File: config.mk
export PLATFORM = sky130hd
export DESIGN_NAME = rib_flash_reader
export DESIGN_NICKNAME = d
export VERILOG_FILES = /design/src/rtl/rib_flash_reader_pkg.sv /design/src/rtl/rib_flash_reader_sck_gen.sv /design/src/rtl/rib_flash_reader.sv
export SDC_FILE = /design/constraint.sdc
export NUM_CORES = 1
export LEC_CHECK = 0
export CAP_MARGIN = 20
export CELL_PAD_IN_SITES_DETAIL_PLACEMENT = 1
export CELL_PAD_IN_SITES_GLOBAL_PLACEMENT = 1
export CORE_MARGIN = 10
export CORE_UTILIZATION = 41
export DETAILED_ROUTE_END_ITERATION = 8
export PLACE_DENSITY = 0.77
export SKIP_CTS_REPAIR_TIMING = 1
export SLEW_MARGIN = 20
export SYNTH_ARGS = -nofsm -noshare
export SYNTH_HDL_FRONTEND = slang
export SYNTH_SLANG_ARGS = --single-unit
File: constraint.sdc
create_clock -name clk -period 5.2 [get_ports clk]
set_clock_uncertainty 0.1 [all_clocks]
set_input_delay 1.56 -clock clk [delete_from_list [all_inputs] [get_ports clk]]
set_output_delay 1.56 -clock clk [all_outputs]
set_load 0.02 [all_outputs]
File: src/rtl/rib_flash_reader_pkg.sv
// rtl/rib_flash_reader_pkg.sv - shared constants and types for the RIB flash reader
package rib_flash_reader_pkg;

    localparam logic [7:0] FLASH_CMD_READ = 8'h03;
    localparam int         FLASH_BITS     = 64;

    typedef enum logic [2:0] {
        FL_IDLE,
        FL_CMD,
        FL_ADDR,
        FL_DATA,
        FL_DONE
    } flash_rd_state_e;

    // The first byte shifted in from the flash lands in the top byte of the
    // receive window; the bus wants it in the lowest byte.
    function automatic logic [31:0] le_bytes(input logic [31:0] w);
        return {w[7:0], w[15:8], w[23:16], w[31:24]};
    endfunction

endpackage

File: src/rtl/rib_flash_reader_sck_gen.sv
// rtl/rib_flash_reader_sck_gen.sv - SPI mode-0 clock divider with edge strobes
module spi_sck_gen
    import rib_flash_reader_pkg::*;
#(
    parameter int CLK_DIV = 2
) (
    input  logic clk,
    input  logic rst,
    input  logic en,
    output logic sck_o,
    output logic rise_stb,
    output logic fall_stb
);

    localparam int             CW   = (CLK_DIV > 1) ? $clog2(CLK_DIV) : 1;
    localparam logic [CW-1:0]  LAST = CW'(CLK_DIV - 1);

    logic [CW-1:0] div_cnt;
    logic          half_done;

    // Strobes are high in the cycle whose closing edge toggles SCK, so the
    // consumer acts on exactly the edge where SCK changes.
    assign half_done = en && (div_cnt == LAST);
    assign rise_stb  = half_done && !sck_o;
    assign fall_stb  = half_done && sck_o;

    // Half-period counter and SCK register; both park at zero while disabled.
    always_ff @(posedge clk or posedge rst) begin
        if (rst) begin
            div_cnt <= '0;
            sck_o   <= 1'b0;
        end else if (!en) begin
            div_cnt <= '0;
            sck_o   <= 1'b0;
        end else if (half_done) begin
            div_cnt <= '0;
            sck_o   <= !sck_o;
        end else begin
            div_cnt <= div_cnt + 1'b1;
        end
    end

endmodule

File: src/rtl/rib_flash_reader.sv
// rtl/rib_flash_reader.sv - read-only RIB slave window onto an SPI NOR flash
module rib_flash_reader
    import rib_flash_reader_pkg::*;
#(
    parameter int         CLK_DIV  = 2,
    parameter logic [7:0] READ_CMD = FLASH_CMD_READ
) (
    input  logic        clk,
    input  logic        rst,
    input  logic        req_i,
    input  logic        we_i,
    input  logic [31:0] addr_i,
    input  logic [31:0] data_i,
    output logic [31:0] data_o,
    output logic        busy_o,
    output logic        spi_cs_n_o,
    output logic        spi_sck_o,
    output logic        spi_mosi_o,
    input  logic        spi_miso_i
);

    flash_rd_state_e state;
    logic [63:0]     shreg;
    logic [5:0]      bit_cnt;
    logic            rise_stb;
    logic            fall_stb;
    logic            rd_start;
    logic            unused_bits;

    // Writes, the region nibble and the byte offset within a word carry no meaning here.
    assign unused_bits = ^{data_i, addr_i[31:24], addr_i[1:0]};
    assign rd_start    = req_i & ~we_i;

    spi_sck_gen #(.CLK_DIV(CLK_DIV)) u_sck_gen (
        .clk      (clk),
        .rst      (rst),
        .en       (!spi_cs_n_o),
        .sck_o    (spi_sck_o),
        .rise_stb (rise_stb),
        .fall_stb (fall_stb)
    );

    // Stall the bus from the request cycle until the word is ready.
    always_comb begin
        busy_o = 1'b0;
        case (state)
            FL_IDLE:                  busy_o = rd_start;
            FL_CMD, FL_ADDR, FL_DATA: busy_o = 1'b1;
            default:                  busy_o = 1'b0;
        endcase
    end

    // Transaction sequencer: one shift register carries command/address out
    // and, after it has been shifted past, collects the returned data bits.
    always_ff @(posedge clk or posedge rst) begin
        if (rst) begin
            state      <= FL_IDLE;
            shreg      <= '0;
            bit_cnt    <= '0;
            data_o     <= '0;
            spi_cs_n_o <= 1'b1;
            spi_mosi_o <= 1'b0;
        end else begin
            case (state)
                FL_IDLE: begin
                    if (rd_start) begin
                        shreg      <= {READ_CMD, addr_i[23:2], 2'b00, 32'h0};
                        bit_cnt    <= '0;
                        spi_mosi_o <= READ_CMD[7];
                        spi_cs_n_o <= 1'b0;
                        state      <= FL_CMD;
                    end
                end
                FL_CMD, FL_ADDR, FL_DATA: begin
                    if (rise_stb) begin
                        shreg <= {shreg[62:0], (state == FL_DATA) ? spi_miso_i : 1'b0};
                    end
                    if (fall_stb) begin
                        bit_cnt    <= bit_cnt + 6'd1;
                        spi_mosi_o <= shreg[63];
                        if (bit_cnt == 6'd7) begin
                            state <= FL_ADDR;
                        end
                        if (bit_cnt == 6'd31) begin
                            state <= FL_DATA;
                        end
                        if (bit_cnt == 6'(FLASH_BITS - 1)) begin
                            state      <= FL_DONE;
                            spi_cs_n_o <= 1'b1;
                            spi_mosi_o <= 1'b0;
                            data_o     <= le_bytes(shreg[31:0]);
                        end
                    end
                end
                FL_DONE: state <= FL_IDLE;
                default: state <= FL_IDLE;
            endcase
        end
    end

endmodule

Word-level counts from Yosys, hierarchy flattened
Cells that the tools add are included.

Flip-flop bits (word level): 109. Output and inout bits: 36.

Equality and inequality tests: 11. Add/subtract/negate cells: 2. Muxes and demuxes: 25. Reductions and logical operators: 14. Bitwise operators: 2.

Operators with widths (count): two-way mux 64 bit (2); one-hot mux 64 bit (2 select lines) (1); two-way mux 3 bit (5); two-way mux 6 bit (2); one-hot mux 6 bit (2 select lines) (1); AND reduction 3 bit (4); two-way mux 1 bit (10); inequality test 2 bit (second input constant) (4); adder 6 x 1 -> 6 bit (second input constant) (1); == test 3 x 2 -> 1 bit (second input constant) (2); == test 6 x 3 -> 1 bit (second input constant) (1); == test 6 x 5 -> 1 bit (second input constant) (1); == test 6 bit (second input constant) (1); one-hot mux 1 bit (2 select lines) (3); one-hot mux 3 bit (2 select lines) (1); inequality test 4 bit (second input constant) (1); AND reduction 4 bit (1); nonzero test 2 bit (2); == test 3 x 1 -> 1 bit (second input constant) (1); logical AND 1 bit (3); logical NOT 3 bit (1); OR reduction 3 bit (1); logical NOT 1 bit (2); adder 1 bit (second input constant) (1); 2 further kinds (2).

Longest topological paths before layout
Gate-level depths: netlist of the first run.

Depth after elaboration: 6. Gate-level depth with buffers: 6. Gate-level depth less buffers: 4.

By module
From an unflattened synthesis of the first run, not the netlist that was laid out.

Cells, all modules: 356. Area, all modules: 4376.7 µm².

Modules (own cells, without submodules): rib_flash_reader (cells each 347, sequential area each 2678.8 µm², instances 1, area each 4284.1 µm²); spi_sck_gen (cells each 9, sequential area each 50.0 µm², instances 1, area each 92.6 µm²).

Worst setup path before layout of the first run
OpenSTA, ideal clock, no wires.

Kind: input -> output. Start: input port we_i. End: output port busy_o. Stages on the path: 2. Path slack: 1.457 ns. Data arrival time: 2.083 ns. Cells stage by stage: nand2b_1 -> a21oi_1.

Longest elaborated chain between the ends: 3.

RTL lines: start: declaration (RTL line rib_flash_reader.sv:11) `input logic we_i,`; inverter 1 bit (RTL line rib_flash_reader.sv:32) `assign rd_start = req_i & ~we_i;`; bitwise AND 1 bit (RTL line rib_flash_reader.sv:32); one-hot mux 1 bit (2 select lines) (RTL line rib_flash_reader.sv:46) `case (state)`; end: declaration (RTL line rib_flash_reader.sv:15) `output logic busy_o,`.

Every way passes these cells.

Worst setup path after layout of the first run
Same ends and word-level chain as after synthesis.

==> flow_summary.toml, run 1 <==
[synth]
netlist_top_cells_count = "dfrtp_1, mux2_2, mux2i_1, inv_1, o21ai_0"
synth.avg_cell_area_um2 = 12.6
yosys.area_share.xor_xnor_pct = 0.353
yosys-top-cells-area = "dfrtp_1, mux2_2, mux2i_1, mux2_1, o21ai_0"
synth_nets = 464
yosysSeqAreaShare_pct = 55.0
ys_ff_latch = 109
yosys.area.top_type = "dfrtp_1"
synth-simple-area-share_pct = 4.52
synth_top_family_by_area = "multiplexers"
synth_ff_type = "dfrtp_1"
syn_area_mm2 = 0.00496
muxShareOfSynthArea_pct = 25.9
synth_compound_area_share_pct = 7.75
yosysMostFrequentCell = "dfrtp_1"
synthAdderAreaFrac_pct = 0.252
synthArstFlopShare_pct = 100
synth_cell_types = 49
synth_cells = 394
synth_edf_count = 0
yosysWarnings = 0
synth_top_cell_area_share_pct = 54.5

[sta]
hold_ws_ps = 390
fmax_mhz = 211
fin_crit_ps = 4740
relSlewSlack_pct = 34.3
finalCritPeriodShare_pct = 91.1
rsz0062_at_grt = "no"
setup_violations = 0
tightestPinTransition_ps = 986
fin_ws_ps = 461
finalHoldViolations = 0
fin_setup_tns_ps = 0
drv_slew = 0

[worst_setup_path]
critPathKind = "input pin to primary output"
cp_max_fo = 3
end_kind = "primary output"
critPathRequiredTime_ps = 3540
worstPathArrival_ps = 3080
cp-start-kind = "input pin"

[placement]
dp_hpwl_um = 7080
post-place-ws_ps = 466
place_congestion = 0.803
portBuffers = 62

[drt]
wl_um = 11100
drt_iter0_markers = 167
wire_per_inst_um = 18.5
vias = 3234
drt-pass1-iter-count = 4
drcViolationCount = 0
antenna_left = 0
avgViaCountPerCell = 5.38

[clocking]
path_clk_slew_ps = 70
ctsHtreeMaxLevel = 3
numCtsBuffers = 9
cts_buffer_depth = 2
clock-root-buffer = "clkbuf_16"
tritoncts = "done"
insertion_delay_ps = 350
cts_num_sinks = 109

[power]
peakVddDrop_mv = 0.225
power.density_mw_per_mm2 = 416
p_leak_nw = 2.74
p_switching_mw = 0.745
switching_share_pct = 29.9
totalPowerFinal_mw = 2.50
comb_power_share_pct = 29.0
p_int_mw = 1.75
clkPwrFrac_pct = 28.3
seqPwrFrac_pct = 42.7

[floorplan]
start_util_pct = 41.6
die_h_um = 130
die_area_mm2 = 0.0169
pin_count = 105
std_cell_rows = 40
fp.coreArea_mm2 = 0.0119
die_w_um = 130

[final_layout]
flow.area_growth_from_synthesis_pct = 21.0
final_layout_size_suffix_gt1_share_pct = 18.5
final.fill_count = 1238
n_antenna_cell = 0
regArea_mm2 = 0.00273
nNetsFinal = 519
multi_input_area_mm2 = 0.00194

[grt]
grtUsageTotal_pct = 13.7
grt_max_degree = 70
grt_antenna_before_repair = 0
grt_pass1_wl_um = 18500
grt_pass1_vias = 3563
grt_overflow = 0

[min_path]
hp-class = "flip-flop to flip-flop"

[run_status]
status = "completed"

[flow_run]
maxCapViolations = 0
[worst paths after layout]
check	start	end	slack (ps)	cells after the start
max	we_i	busy_o	460	4
min	data_o[22]$_DFFE_PP0P_	data_o[22]$_DFFE_PP0P_	390	1
max reg2reg	state[2]$_DFFE_PP0P_	shreg[13]$_DFFE_PP0P_	2110	6
min reg2reg	data_o[22]$_DFFE_PP0P_	data_o[22]$_DFFE_PP0P_	390	1
max in group asynchronous	rst	shreg[51]$_DFFE_PP0P_	2480	3
min in group asynchronous	rst	shreg[14]$_DFFE_PP0P_	1640	2
[logic make-up after synthesis]
family / Yosys count
xor+xnor: 2
simple gates: 32
flops: 109
buf+inv: 68
fa+ha+maj: 1
mux: 119
compound gates: 63
[flip-flops by register name (all words and copies together) (netlist names)]
signal,cells
spi_mosi_o,1
bit_cnt,6
shreg,64
spi_cs_n_o,1
data_o,32
state,3
u_sck_gen.div_cnt,1
u_sck_gen.sck_o,1
[layer usage]
layer / up-vias / wire, um / GRT usage (%)
li1: 1478 / - / -
met1: 1692 / 4870 / 16.6
met2: 50 / 5560 / 23.3
met3: 14 / 534 / 3.37
met4: 0 / 169 / 4.96
met5: - / 0 / 0
[worst max-delay path, stage by stage]
cell	delay, ps
clkdlybuf4s50_1	430
nand2b_1	170
a21oi_1	240
clkdlybuf4s50_1	670
[layout by cell type (no fill, tap or decap), drive strengths merged, types with 2 or more instances in the layout]
cell type,instances
o21ba,2
and3,2
a31oi,3
buf,8
nand2b,3
o21ai,42
or4,3
clkbuf,10
mux2,76
nand2,4
a21oi,3
nor4,4
dfrtp,108
clkdlybuf4s50,62
mux2i,43
or2,2
inv,43
nor2,3
nand3,3
clkinv,3
o21bai,2
[layout make-up]
class	count	share of cell area [%]
clock buffer	10	3.82
clock inverter	6	1.21
inverter	42	2.67
multi-input combinational	217	32.3
sequential	109	45.5
tap	147	3.07
timing repair buffer	70	11.5
[power groups by stage]
stage          Sequential [mW]  Combinational, mW  Clock [mW]
6_report                  1.07              0.725       0.705
5_1_grt                   1.09              0.788       0.760
4_1_cts                   1.07              0.723       0.719
3_5_place_dp              1.08              0.718           0
3_3_place_gp              1.07              0.690           0
2_1_floorplan             1.05              0.602           0
[stage by stage]
| step | cells | area [um^2] | utilization [%] |
|---|---|---|---|
| finish | 601 | 6000 | 50.4 |
| global route | 601 | 6000 | 50.4 |
| CTS | 600 | 5980 | 50.2 |
| detailed placement | 584 | 5680 | 47.7 |
| global placement | 584 | 5680 | 47.7 |
| floorplan | 394 | 4960 | - |
(Power assumes the default switching activity.)
==> inputs of run 2 (changes only) <==
--- a/config.mk
+++ b/config.mk
@@ -13,7 +13,6 @@
 export DETAILED_ROUTE_END_ITERATION = 8
 export PLACE_DENSITY = 0.77
 export SKIP_CTS_REPAIR_TIMING = 1
-export SLEW_MARGIN = 20
 export SYNTH_ARGS = -nofsm -noshare
 export SYNTH_HDL_FRONTEND = slang
 export SYNTH_SLANG_ARGS = --single-unit
==> run 2 against run 1 <==
  * Sequential power is essentially flat
  * Combinational power is essentially flat
  * Global-route usage is the same
  * Routed wire length shrank 0.27%
  * Clock power is essentially flat
  * Cell area is the same
  * Die area is the same
  * Total power shrank 0.11%
  * Maximum frequency is essentially flat
  * Largest cell class unchanged
  * Highest routed layer unchanged
==> flow_summary.toml, run 2 (synthesized netlist as in run 1, its figures left out) <==
[drt]
drt-pass1-iter-count = 4
wire_per_inst_um = 18.5
avgViaCountPerCell = 5.39
antenna_left = 0
drt_iter0_markers = 164
drcViolationCount = 0
vias = 3239
wl_um = 11100

[grt]
grtUsageTotal_pct = 13.7
grt_pass1_wl_um = 18500
grt_antenna_before_repair = 0
grt_overflow = 0
grt_pass1_vias = 3563
grt_max_degree = 70

[final_layout]
final.fill_count = 1238
nNetsFinal = 519
largest_register_ffs = 64
final_layout_size_suffix_gt1_share_pct = 18.5
top_register = "shreg"
stdcell_count = 601
top_regs = "shreg (64), data_o (32), bit_cnt (6)"
flow.area_growth_from_synthesis_pct = 21.0
mostFrequentLayoutCell = "dfrtp_1"
final_cell_mix = "dfrtp_1, clkdlybuf4s50_1, mux2_2"
n_antenna_cell = 0

[clocking]
cts_buffer_depth = 2
tritoncts = "done"
cts_num_sinks = 109
path_clk_slew_ps = 70
ctsHtreeMaxLevel = 3
insertion_delay_ps = 350
clock-root-buffer = "clkbuf_16"
numCtsBuffers = 9

[floorplan]
start_util_pct = 41.6
pin_count = 105
std_cell_rows = 40
die_w_um = 130
fp.coreArea_mm2 = 0.0119
die_area_mm2 = 0.0169
die_h_um = 130

[sta]
fmax_mhz = 211
drv_slew = 0
setup_violations = 0
finalHoldViolations = 0
fin_crit_ps = 4740
relSlewSlack_pct = 34.5
tightestPinTransition_ps = 983
fin_setup_tns_ps = 0
finalCritPeriodShare_pct = 91.1
rsz0062_at_grt = "no"

[worst_setup_path]
worst_path_most_repeated_cell = "clkdlybuf4s50_1"
worstPathArrival_ps = 3080
reg2reg_slack_ps = 2120
critPathKind = "input pin to primary output"
reg2reg_depth = 6
cp_slowest_cell = "clkdlybuf4s50_1"
r2r_start = "state[2]$_DFFE_PP0P_"
critPathRequiredTime_ps = 3540
crit_chain = "clkdlybuf4s50_1 > nand2b_1 > a21oi_1 > clkdlybuf4s50_1"
cp-start-kind = "input pin"
reg2reg_to = "shreg[13]$_DFFE_PP0P_"
max_stage_delay_ps = 670
end_kind = "primary output"
cp_max_fo = 3

[run_status]
status = "completed"

[min_path]
min_to = "data_o[22]$_DFFE_PP0P_"
hp-class = "flip-flop to flip-flop"
min_path_cells = 1
hp-start = "data_o[22]$_DFFE_PP0P_"

[placement]
dp_hpwl_um = 7080
place_congestion = 0.803
portBuffers = 62
place_inst = 584

[power]
power.density_mw_per_mm2 = 416
peakVddDrop_mv = 0.225
p_leak_nw = 2.74

[flow_run]
maxCapViolations = 0
run 2: power breakdown:
part           switching, mW  total, mW  internal (mW)
registers             0.0876       1.07          0.978
clock network          0.325      0.704          0.379
logic                  0.330      0.724          0.393
total                  0.743       2.49           1.75
run 2: cell type report:
type / instances / area (um^2) / area share (%)
Clock inverter: 6 / 72.6 / 1.21
Sequential cell: 109 / 2730 / 45.5
Timing Repair Buffer: 70 / 688 / 11.5
Inverter: 42 / 160 / 2.67
Tap cell: 147 / 184 / 3.07
Multi-Input combinational cell: 217 / 1940 / 32.3
Clock buffer: 10 / 229 / 3.82
run 2: how the worst max path moves through the flow:
stage               startpoint                     end  slack, ps
global placement          we_i                  busy_o        480
detailed placement        we_i                  busy_o        470
floorplan                  rst  bit_cnt[0]$_DFFE_PP0P_        670
finish                    we_i                  busy_o        460
CTS                       we_i                  busy_o        450
global route              we_i                  busy_o        360
run 2: critical path: cells and delay by family:
family / cells / cell delay (ps)
AOI/OAI and AO/OA: 1 / 240
buffers and inverters: 2 / 1100
and+or+nand+nor: 1 / 170
run 2: per-stage QoR:
| step | hold slack [ps] | total power, mW | area [um^2] | util [%] | setup WS, ps |
|---|---|---|---|---|---|
| 2_1_floorplan | 364 | 1.65 | 4960 | - | 668 |
| 3_3_place_gp | 370 | 1.76 | 5680 | 47.7 | 485 |
| 3_5_place_dp | 374 | 1.80 | 5680 | 47.7 | 466 |
| 4_1_cts | 396 | 2.51 | 5980 | 50.2 | 454 |
| 5_1_grt | 404 | 2.63 | 6000 | 50.4 | 360 |
| 6_report | 390 | 2.49 | 6000 | 50.4 | 462 |
run 2: metal layers:
layer / GRT usage, % / up-vias / share of wire (%)
li1: - / 1481 / -
met1: 16.6 / 1698 / 44
met2: 23.3 / 47 / 50
met3: 3.37 / 13 / 4.7
met4: 4.96 / 0 / 1.4
met5: 0 / - / 0
